<file path="src/rtl/mprj_io_ctrl_pkg.sv">
// Shared constants for the pad control layer.
// Each pad owns one CFG_W-bit configuration word; the offsets below name its fields.
package mprj_io_ctrl_pkg;

    localparam int CFG_W        = 8;
    localparam int CFG_OEB      = 0;
    localparam int CFG_INP_DIS  = 1;
    localparam int CFG_DM       = 2;
    localparam int CFG_DM_W     = 3;
    localparam int CFG_IRQ_EN   = 5;
    localparam int CFG_IRQ_FALL = 6;
    localparam int CFG_FILT     = 7;

    // After reset: output driver off, input enabled, dm=001, irq and filter off.
    localparam logic [CFG_W-1:0] CFG_RESET = 8'h05;

endpackage

</file>
<file path="src/rtl/mprj_io_pad_cond.sv">
// Input conditioning for one pad: synchroniser, optional debounce filter,
// edge detect and a sticky, write-1-to-clear edge flag.
// Ports:
//   clock, resetn   system clock, async active-low reset
//   pad_cin         raw asynchronous pad input
//   filt_en         debounce enable (from the committed config)
//   irq_en          edge flag enable
//   irq_fall        1 = flag falling edges, 0 = rising edges
//   irq_clear       write-1-to-clear for irq_pending
//   io_in           conditioned input
//   irq_pending     sticky edge flag
module mprj_io_pad_cond
    import mprj_io_ctrl_pkg::*;
#(
    parameter int SYNC_STAGES = 2,
    parameter int FILT_CYCLES = 4
) (
    input  logic clock,
    input  logic resetn,
    input  logic pad_cin,
    input  logic filt_en,
    input  logic irq_en,
    input  logic irq_fall,
    input  logic irq_clear,
    output logic io_in,
    output logic irq_pending
);

    localparam int CNT_W = (FILT_CYCLES > 1) ? $clog2(FILT_CYCLES) : 1;
    localparam logic [CNT_W-1:0] CNT_LAST = CNT_W'(FILT_CYCLES - 1);

    logic [SYNC_STAGES-1:0] sync_q;
    logic [CNT_W-1:0]       filt_cnt;
    logic                   filt_en_q;
    logic                   prev;
    logic                   s;
    logic                   edge_hit;

    assign s = sync_q[SYNC_STAGES-1];

    // prev tracks io_in unconditionally, so enabling irq_en later never
    // sees a stale history and cannot fake an edge.
    assign edge_hit = irq_en & (irq_fall ? (~io_in & prev) : (io_in & ~prev));

    always_ff @(posedge clock or negedge resetn) begin
        if (!resetn) begin
            sync_q      <= '0;
            filt_cnt    <= '0;
            filt_en_q   <= 1'b0;
            io_in       <= 1'b0;
            prev        <= 1'b0;
            irq_pending <= 1'b0;
        end else begin
            sync_q    <= {sync_q[SYNC_STAGES-2:0], pad_cin};
            filt_en_q <= filt_en;
            prev      <= io_in;

            // The counter holds the number of consecutive cycles s has
            // disagreed with io_in; a mode change restarts it and freezes io_in.
            if (filt_en != filt_en_q) begin
                filt_cnt <= '0;
            end else if (!filt_en) begin
                io_in    <= s;
                filt_cnt <= '0;
            end else if (s == io_in) begin
                filt_cnt <= '0;
            end else if (filt_cnt == CNT_LAST) begin
                io_in    <= s;
                filt_cnt <= '0;
            end else begin
                filt_cnt <= filt_cnt + 1'b1;
            end

            // A new edge wins over a simultaneous clear.
            irq_pending <= (irq_pending & ~irq_clear) | edge_hit;
        end
    end

endmodule

</file>
<file path="src/rtl/mprj_io_ctrl.sv">
// Per-pad control layer between the core and the pad array.
// Holds a serial configuration chain with atomic commit to the active config,
// drives pad control bits from the active config and conditions pad inputs.
// Ports:
//   clock, resetn          system clock, async active-low reset
//   shift_en, shift_data   shift one bit into the chain LSB
//   shift_out              chain MSB for daisy-chain / readback
//   cfg_load               commit chain to active config
//   cfg_done               one-cycle pulse after each commit
//   pad_cin                raw pad inputs
//   io_in                  conditioned inputs to the core
//   pad_oeb, pad_inp_dis   pad output-enable (active low), input disable
//   pad_dm                 pad drive mode, pad p at [3p+:3]
//   irq_clear              write-1-to-clear per-pad pending flags
//   irq_pending, irq       sticky edge flags and their registered OR
module mprj_io_ctrl
    import mprj_io_ctrl_pkg::*;
#(
    parameter int NUM_PADS    = 38,
    parameter int SYNC_STAGES = 2,
    parameter int FILT_CYCLES = 4
) (
    input  logic                  clock,
    input  logic                  resetn,
    input  logic                  shift_en,
    input  logic                  shift_data,
    output logic                  shift_out,
    input  logic                  cfg_load,
    output logic                  cfg_done,
    input  logic [NUM_PADS-1:0]   pad_cin,
    output logic [NUM_PADS-1:0]   io_in,
    output logic [NUM_PADS-1:0]   pad_oeb,
    output logic [NUM_PADS-1:0]   pad_inp_dis,
    output logic [3*NUM_PADS-1:0] pad_dm,
    input  logic [NUM_PADS-1:0]   irq_clear,
    output logic [NUM_PADS-1:0]   irq_pending,
    output logic                  irq
);

    localparam int CHAIN_W = NUM_PADS * CFG_W;

    logic [CHAIN_W-1:0] chain;
    logic [CHAIN_W-1:0] active_cfg;

    // Commit samples the chain before any same-cycle shift lands.
    always_ff @(posedge clock or negedge resetn) begin
        if (!resetn) begin
            chain      <= '0;
            active_cfg <= {NUM_PADS{CFG_RESET}};
            cfg_done   <= 1'b0;
            irq        <= 1'b0;
        end else begin
            if (shift_en) begin
                chain <= {chain[CHAIN_W-2:0], shift_data};
            end
            if (cfg_load) begin
                active_cfg <= chain;
            end
            cfg_done <= cfg_load;
            irq      <= |irq_pending;
        end
    end

    assign shift_out = chain[CHAIN_W-1];

    for (genvar p = 0; p < NUM_PADS; p++) begin : g_pad
        localparam int B = p * CFG_W;

        assign pad_oeb[p]                 = active_cfg[B + CFG_OEB];
        assign pad_inp_dis[p]             = active_cfg[B + CFG_INP_DIS];
        assign pad_dm[p*CFG_DM_W +: CFG_DM_W] = active_cfg[B + CFG_DM +: CFG_DM_W];

        mprj_io_pad_cond #(
            .SYNC_STAGES (SYNC_STAGES),
            .FILT_CYCLES (FILT_CYCLES)
        ) u_cond (
            .clock       (clock),
            .resetn      (resetn),
            .pad_cin     (pad_cin[p]),
            .filt_en     (active_cfg[B + CFG_FILT]),
            .irq_en      (active_cfg[B + CFG_IRQ_EN]),
            .irq_fall    (active_cfg[B + CFG_IRQ_FALL]),
            .irq_clear   (irq_clear[p]),
            .io_in       (io_in[p]),
            .irq_pending (irq_pending[p])
        );
    end

endmodule

</file>
<file path="config.mk">
export PLATFORM = sky130hd
export DESIGN_NAME = mprj_io_ctrl
export DESIGN_NICKNAME = d
export VERILOG_FILES = /design/src/rtl/mprj_io_ctrl_pkg.sv /design/src/rtl/mprj_io_pad_cond.sv /design/src/rtl/mprj_io_ctrl.sv
export SDC_FILE = /design/constraint.sdc
export NUM_CORES = 1
export LEC_CHECK = 0
export BUFFER_PORTS_ARGS = -buffer_cell sky130_fd_sc_hd__buf_2
export CORE_MARGIN = 2
export CORE_UTILIZATION = 50
export CTS_CLUSTER_SIZE = 25
export DETAILED_ROUTE_END_ITERATION = 10
export HOLD_SLACK_MARGIN = 0.1
export PLACE_DENSITY = 0.72
export SYNTH_ARGS = -nofsm -noshare
export SYNTH_HDL_FRONTEND = slang
export SYNTH_HIERARCHICAL = 1
export SYNTH_SLANG_ARGS = --single-unit
</file>
<file path="constraint.sdc">
create_clock -name clock -period 1.1 [get_ports clock]
set_input_delay 0.22 -clock clock [delete_from_list [all_inputs] [get_ports clock]]
set_output_delay 0.22 -clock clock [all_outputs]
set_load 0.02 [all_outputs]
</file>
==> results.json, run 1 <==
{
  "io_buffers": 349,
  "viasPerCell": 5.16,
  "numCtsBuffers": 94,
  "syn_inst": 2289,
  "rsz0062_at_grt": "true",
  "rr_worst_depth": 4,
  "gp_congestion": 0.790,
  "hpwl_um": 50900,
  "postRouteAntennaNets": 0,
  "seq_area_frac_synth": 0.608,
  "wl_per_cell_um": 21.1,
  "boundaryPins": 350,
  "layout_min_cycle_time_ps": 1720,
  "drv_slew": 0,
  "stdcell_area_um2": 49800,
  "drv_cap": 0,
  "drt-initial-drc-count": 1048,
  "fin_crit_sh": 1.57,
  "hold_end": "active_cfg[268]",
  "setup_viol": 312,
  "synth.net_count": 2408,
  "regArea_um2": 23000,
  "wl_um": 87000,
  "multi_input_area_um2": 13300,
  "n_fill_cell": 4649,
  "netlist_area_um2": 37800,
  "syn2layout_area_growth_pct": 31.9,
  "reg2reg_setup_slack_ps": -620,
  "final_cells": 4117,
  "fmax_mhz": 580,
  "p_clk_frac": 0.428,
  "p_sw_frac": 0.241,
  "leakage_nw": 25.0,
  "power_frac_seq": 0.477,
  "dieArea_um2": 77800,
  "setup_ws_ps": -623,
  "core_area_um2": 74600,
  "tritoncts": "yes",
  "place_ws_ps": -899,
  "cts.clk_slew.worst_paths_ps": 60,
  "worstPathRequired_ps": 1610,
  "hold_viol_final": 0,
  "n_antenna_cell": 0,
  "skew_ps": 22.9,
  "holdCritStartpoint": "cfg_load",
  "grt_start_max_net_pins": 89,
  "antenna_found_initial": 2,
  "arrival_ps": 2240,
  "tightest_slew_ps": 456,
  "startpoint_type": "register",
  "crit_type": "reg2reg",
  "cts.path.max_buffers": 3,
  "r2r-end": "irq",
  "clkSinkCount": 914,
  "grt_pass1_wl_um": 134000,
  "cts_root_buf": "clkbuf_16",
  "p_switching_mw": 18.4,
  "grt_usage": 0.218,
  "pwr-share-comb": 0.095,
  "vias": 21300,
  "failed_checks": "negative setup slack",
  "slew-limit-headroom": 0.696,
  "yosysWarnings": 6,
  "drtPass1Iterations": 5,
  "hold_class": "in2reg",
  "min_path_cells": 3,
  "worst_r2r_startpoint": "g_pad[28].u_cond/irq_pending",
  "die_x_um": 279,
  "dieHeight_um": 279,
  "p_per_area_nw_per_um2": 1530,
  "clock_latency_ps": 630,
  "remaining_drc_errors": 0,
  "endpoint_kind": "register",
  "vdd_ir_drop_max_mv": 1.64,
  "place_area_um2": 41100,
  "avgSynthCellArea_um2": 16.5,
  "htreeDepth": 3,
  "status": "finished with violations",
  "crit_fanout": 2,
  "finalNetCount": 3187,
  "drive_above_1_share": 0.623,
  "ys_ff_latch": 914,
  "grt_pass1_vias": 23600,
  "ys_types": 24,
  "dp.cells": 3584,
  "overflow": 0,
  "rows": 100,
  "intPower_mw": 58.0,
  "initial_core_util": 0.507
}
worst max path at each step:
stage	from	to	slack, ps
floorplan	g_pad[20].u_cond/irq_pending	irq	-170
global placement	g_pad[23].u_cond/irq_pending	irq	-860
detailed placement	g_pad[27].u_cond/irq_pending	irq	-900
CTS	g_pad[28].u_cond/irq_pending	irq	-590
global route	g_pad[28].u_cond/irq_pending	irq	-650
finish	g_pad[28].u_cond/irq_pending	irq	-620
flip-flops by register name, summed over array words and instances, names as in the netlist:
name	cells
g_pad.u_cond/filt_cnt	76
active_cfg	304
g_pad.u_cond/filt_en_q	38
chain	304
g_pad.u_cond/irq_pending	38
g_pad.u_cond/sync_q	76
g_pad.u_cond/prev	38
cfg_done	1
irq	1
g_pad.u_cond/io_in	38
layout by cell type (no fill, tap or decap), types with 3 or more instances in the layout:
cell and count:
dfrtp_1 797, mux2_4 558, buf_4 407, buf_6 323
clkbuf_16 95, mux2_2 88, dlygate4sd3_1 81, buf_2 77
dfstp_2 76, nand3_1 59, nand3_2 51, buf_12 49
dfrtp_2 41, inv_1 39, nor2_1 38, o21ai_2 37
nand4bb_1 37, nand4b_1 37, nor3_2 36, nand2b_1 35
ha_2 28, clkbuf_1 24, xor2_1 24, clkinv_2 21
clkbuf_8 20, xor2_2 14, ha_4 10, nor4_1 7
bufinv_16 7, nand2b_4 3, nand3_4 3, buf_8 3
area by class of cell:
| cell class | instances | area share |
|---|---|---|
| clock buffer | 139 | 0.0550 |
| timing repair buffer | 941 | 0.179 |
| inverter | 39 | 0.00294 |
| tap | 969 | 0.0243 |
| multi-input combinational | 1078 | 0.268 |
| sequential | 914 | 0.462 |
| clock inverter | 37 | 0.00909 |
metrics by stage:
step                total power [mW]  hold WS [ps]  setup TNS (ps)  utilization
global route                    79.1           113         -110710        0.668
finish                          76.4           136          -94430        0.668
floorplan                       40.2         -75.6            -180            -
CTS                             76.5           103         -137080        0.654
detailed placement              42.7           329          -53130        0.551
global placement                42.5           328          -45960        0.551
cells by family (layout without fill, tap and decap cells):
family	after synthesis	count (layout)	share of synthesized area
flip-flops	914	914	0.608
multiplexers	646	646	0.248
AND/OR/NAND/NOR	316	316	0.0570
buffers and inverters	297	1156	0.0606
AO/OA/AOI/OAI	40	40	0.00543
adder cells (fa/ha/maj)	38	38	0.0126
XOR/XNOR	38	38	0.00881
repair_timing:
action | 4_1_cts | 5_1_grt
setup endpoints to repair | 308 | 550
gates resized for setup | 688 | 71
hold buffers | 83 | 0
pin swaps | 38 | 80
buffers inserted | 190 | 93
hold endpoints to repair | 967 | 0
gates cloned | 0 | 0
critical path, stage by stage (launching register included):
cell and delay, ps:
dfrtp_1 410, nor4_4 350, buf_4 180, nand4_1 260, or3_1 400
per-layer routing:
metal,track usage,vias to the layer above,part of all wire
met5,0,-,0.000092
met2,0.369,456,0.51
met4,0.0681,2,0.029
met1,0.281,11300,0.41
met3,0.0490,154,0.048
li1,-,9389,-
cells in the mapped netlist:
library cell,instances,area share
a22o_1,1,0.00023
buf_2,8,0.0011
buf_4,190,0.038
buf_6,60,0.018
dfrtp_1,838,0.55
dfstp_2,76,0.053
ha_1,38,0.013
inv_1,39,0.0039
mux2_2,89,0.027
mux2_4,557,0.22
nand2_1,2,0.00020
nand2b_1,38,0.0063
nand3_1,113,0.015
nand4_1,2,0.00033
nand4b_1,37,0.0086
nand4bb_1,37,0.011
nor2_1,39,0.0039
nor3_2,38,0.010
nor4_1,9,0.0015
o21ai_0,1,0.00013
o21ai_1,37,0.0049
o22ai_1,1,0.00017
or3_1,1,0.00017
xor2_1,38,0.0088
power groups by stage:
stage,registers (mW),logic (mW),clock network (mW)
floorplan,36.8,3.40,0
global placement,36.8,5.64,0
detailed placement,36.9,5.77,0
CTS,36.4,7.13,33.1
global route,36.6,7.75,34.7
finish,36.4,7.25,32.7
Note: power is estimated with default switching activity, not from simulation.
==> run 2: changes to the inputs <==
--- a/config.mk
+++ b/config.mk
@@ -8,10 +8,11 @@
 export BUFFER_PORTS_ARGS = -buffer_cell sky130_fd_sc_hd__buf_2
 export CORE_MARGIN = 2
 export CORE_UTILIZATION = 50
-export CTS_CLUSTER_SIZE = 25
+export CTS_CLUSTER_SIZE = 10
 export DETAILED_ROUTE_END_ITERATION = 10
 export HOLD_SLACK_MARGIN = 0.1
 export PLACE_DENSITY = 0.72
+export SETUP_SLACK_MARGIN = 0.4
 export SYNTH_ARGS = -nofsm -noshare
 export SYNTH_HDL_FRONTEND = slang
 export SYNTH_HIERARCHICAL = 1
==> results.json, run 2 (same netlist as run 1, synthesis figures left out) <==
{
  "grt_usage": 0.220,
  "dp.cells": 3588,
  "place_area_um2": 41500,
  "grt_pass1_wl_um": 135000,
  "tritoncts": "yes",
  "failed_checks": "negative hold slack, negative setup slack",
  "status": "finished with violations",
  "boundaryPins": 350,
  "drv_slew": 0,
  "antenna_found_initial": 5,
  "initial_core_util": 0.507,
  "hold_viol_final": 774,
  "rsz0062_at_grt": "true",
  "p_per_area_nw_per_um2": 1520,
  "crit_fanout": 3,
  "hpwl_um": 51200,
  "leakage_nw": 25.7,
  "gp_congestion": 0.780,
  "multi_input_area_um2": 13900,
  "skew_ps": 33.1,
  "grt_pass1_vias": 23800,
  "syn2layout_area_growth_pct": 35.8,
  "wl_um": 90000,
  "io_buffers": 349,
  "startpoint_type": "register",
  "crit_type": "reg2reg",
  "grt_start_max_net_pins": 85,
  "postRouteAntennaNets": 0,
  "cts_hold_buffers": 89,
  "fmax_mhz": 592,
  "vdd_ir_drop_max_mv": 1.41,
  "stdcell_area_um2": 51300,
  "final_cells": 4186,
  "worstPathRequired_ps": 1630,
  "p_sw_frac": 0.245,
  "die_x_um": 279,
  "remaining_drc_errors": 0,
  "setup_viol": 333,
  "p_clk_frac": 0.420,
  "cts_root_buf": "clkbuf_16",
  "power_frac_seq": 0.471,
  "drt-initial-drc-count": 968,
  "intPower_mw": 58.8,
  "fin_crit_sh": 1.54,
  "regArea_um2": 23000,
  "drive_above_1_share": 0.623,
  "p_switching_mw": 19.1,
  "numCtsBuffers": 104,
  "finalNetCount": 3243,
  "final_common_cell": "dfrtp_1",
  "rows": 100,
  "hold_class": "in2async",
  "arrival_ps": 2220,
  "dieArea_um2": 77800,
  "power_mw": 77.9,
  "dieHeight_um": 279,
  "tightest_slew_ps": 486,
  "viasPerCell": 5.16,
  "cts.clk_slew.worst_paths_ps": 60,
  "fin_util": 0.688,
  "rr_worst_depth": 5,
  "cts.path.max_buffers": 3,
  "core_area_um2": 74600,
  "pwr-share-comb": 0.109,
  "hold_ws_ps": -430,
  "drtPass1Iterations": 5,
  "final_cell_mix": "dfrtp_1 (791), mux2_4 (639), buf_6 (483)",
  "wl_per_cell_um": 21.5,
  "n_fill_cell": 4528,
  "htreeDepth": 3,
  "clkSinkCount": 914,
  "overflow": 0,
  "layout_min_cycle_time_ps": 1690,
  "slew-limit-headroom": 0.676,
  "setup_ws_ps": -589,
  "largest_registers": "active_cfg (304), chain (304)",
  "vias": 21600,
  "drv_cap": 0,
  "clock_latency_ps": 670,
  "endpoint_kind": "register"
}
-- run 2: critical path: stages, from the launching register on --
cell	delay, ps
dfrtp_1	430
nor4_4	330
buf_4	160
nand4_1	130
buf_4	180
or3_1	340
-- run 2: power groups by stage --
stage / clock (mW) / combinational [mW] / sequential (mW)
global placement: 0 / 6.05 / 37.0
detailed placement: 0 / 6.20 / 37.1
floorplan: 0 / 4.26 / 36.9
finish: 32.7 / 8.51 / 36.6
global route: 34.8 / 9.02 / 36.8
CTS: 33.0 / 7.86 / 36.5
-- run 2: final timing paths --
path / start / endpoint / slack, ps
worst min-delay path: resetn / g_pad[15].u_cond/prev / -430
worst max-delay path: g_pad[26].u_cond/irq_pending / irq / -590
max in group asynchronous: resetn / g_pad[20].u_cond/irq_pending / 340
worst min register to register: g_pad[0].u_cond/sync_q[0] / g_pad[0].u_cond/sync_q[1] / 340
min in group clock: shift_en / chain[258] / 0
worst max register to register: g_pad[26].u_cond/irq_pending / irq / -590
-- run 2: final cells by class --
class / count / share of cell area
Tap cell: 969 / 0.0236
Clock buffer: 186 / 0.0575
Antenna cell: 1 / 0.0000488
Timing Repair Buffer: 987 / 0.192
Sequential cell: 914 / 0.449
Clock inverter: 12 / 0.00483
Multi-Input combinational cell: 1078 / 0.270
Inverter: 39 / 0.00285
-- run 2: routing by layer --
layer / vias to the layer above / wire, um / track usage
li1: 9491 / - / -
met1: 11400 / 36600 / 0.276
met2: 494 / 47000 / 0.380
met3: 177 / 3600 / 0.0413
met4: 8 / 2730 / 0.0790
met5: - / 47 / 0
-- run 2: through the flow --
step           worst slack, ps  TNS (ps)
3_5_place_dp              -746    -53050
6_report                  -589   -104780
4_1_cts                   -570   -109650
2_1_floorplan             -172      -182
3_3_place_gp              -733    -48940
5_1_grt                   -632   -118550
-- run 2: timing repair --
action / CTS / global route
hold endpoints to repair: 1026 / 831
resized for setup: 682 / 240
gates cloned: 0 / 0
pin swaps: 70 / 98
setup buffers: 195 / 115
endpoints found under the setup margin: 1030 / 1113
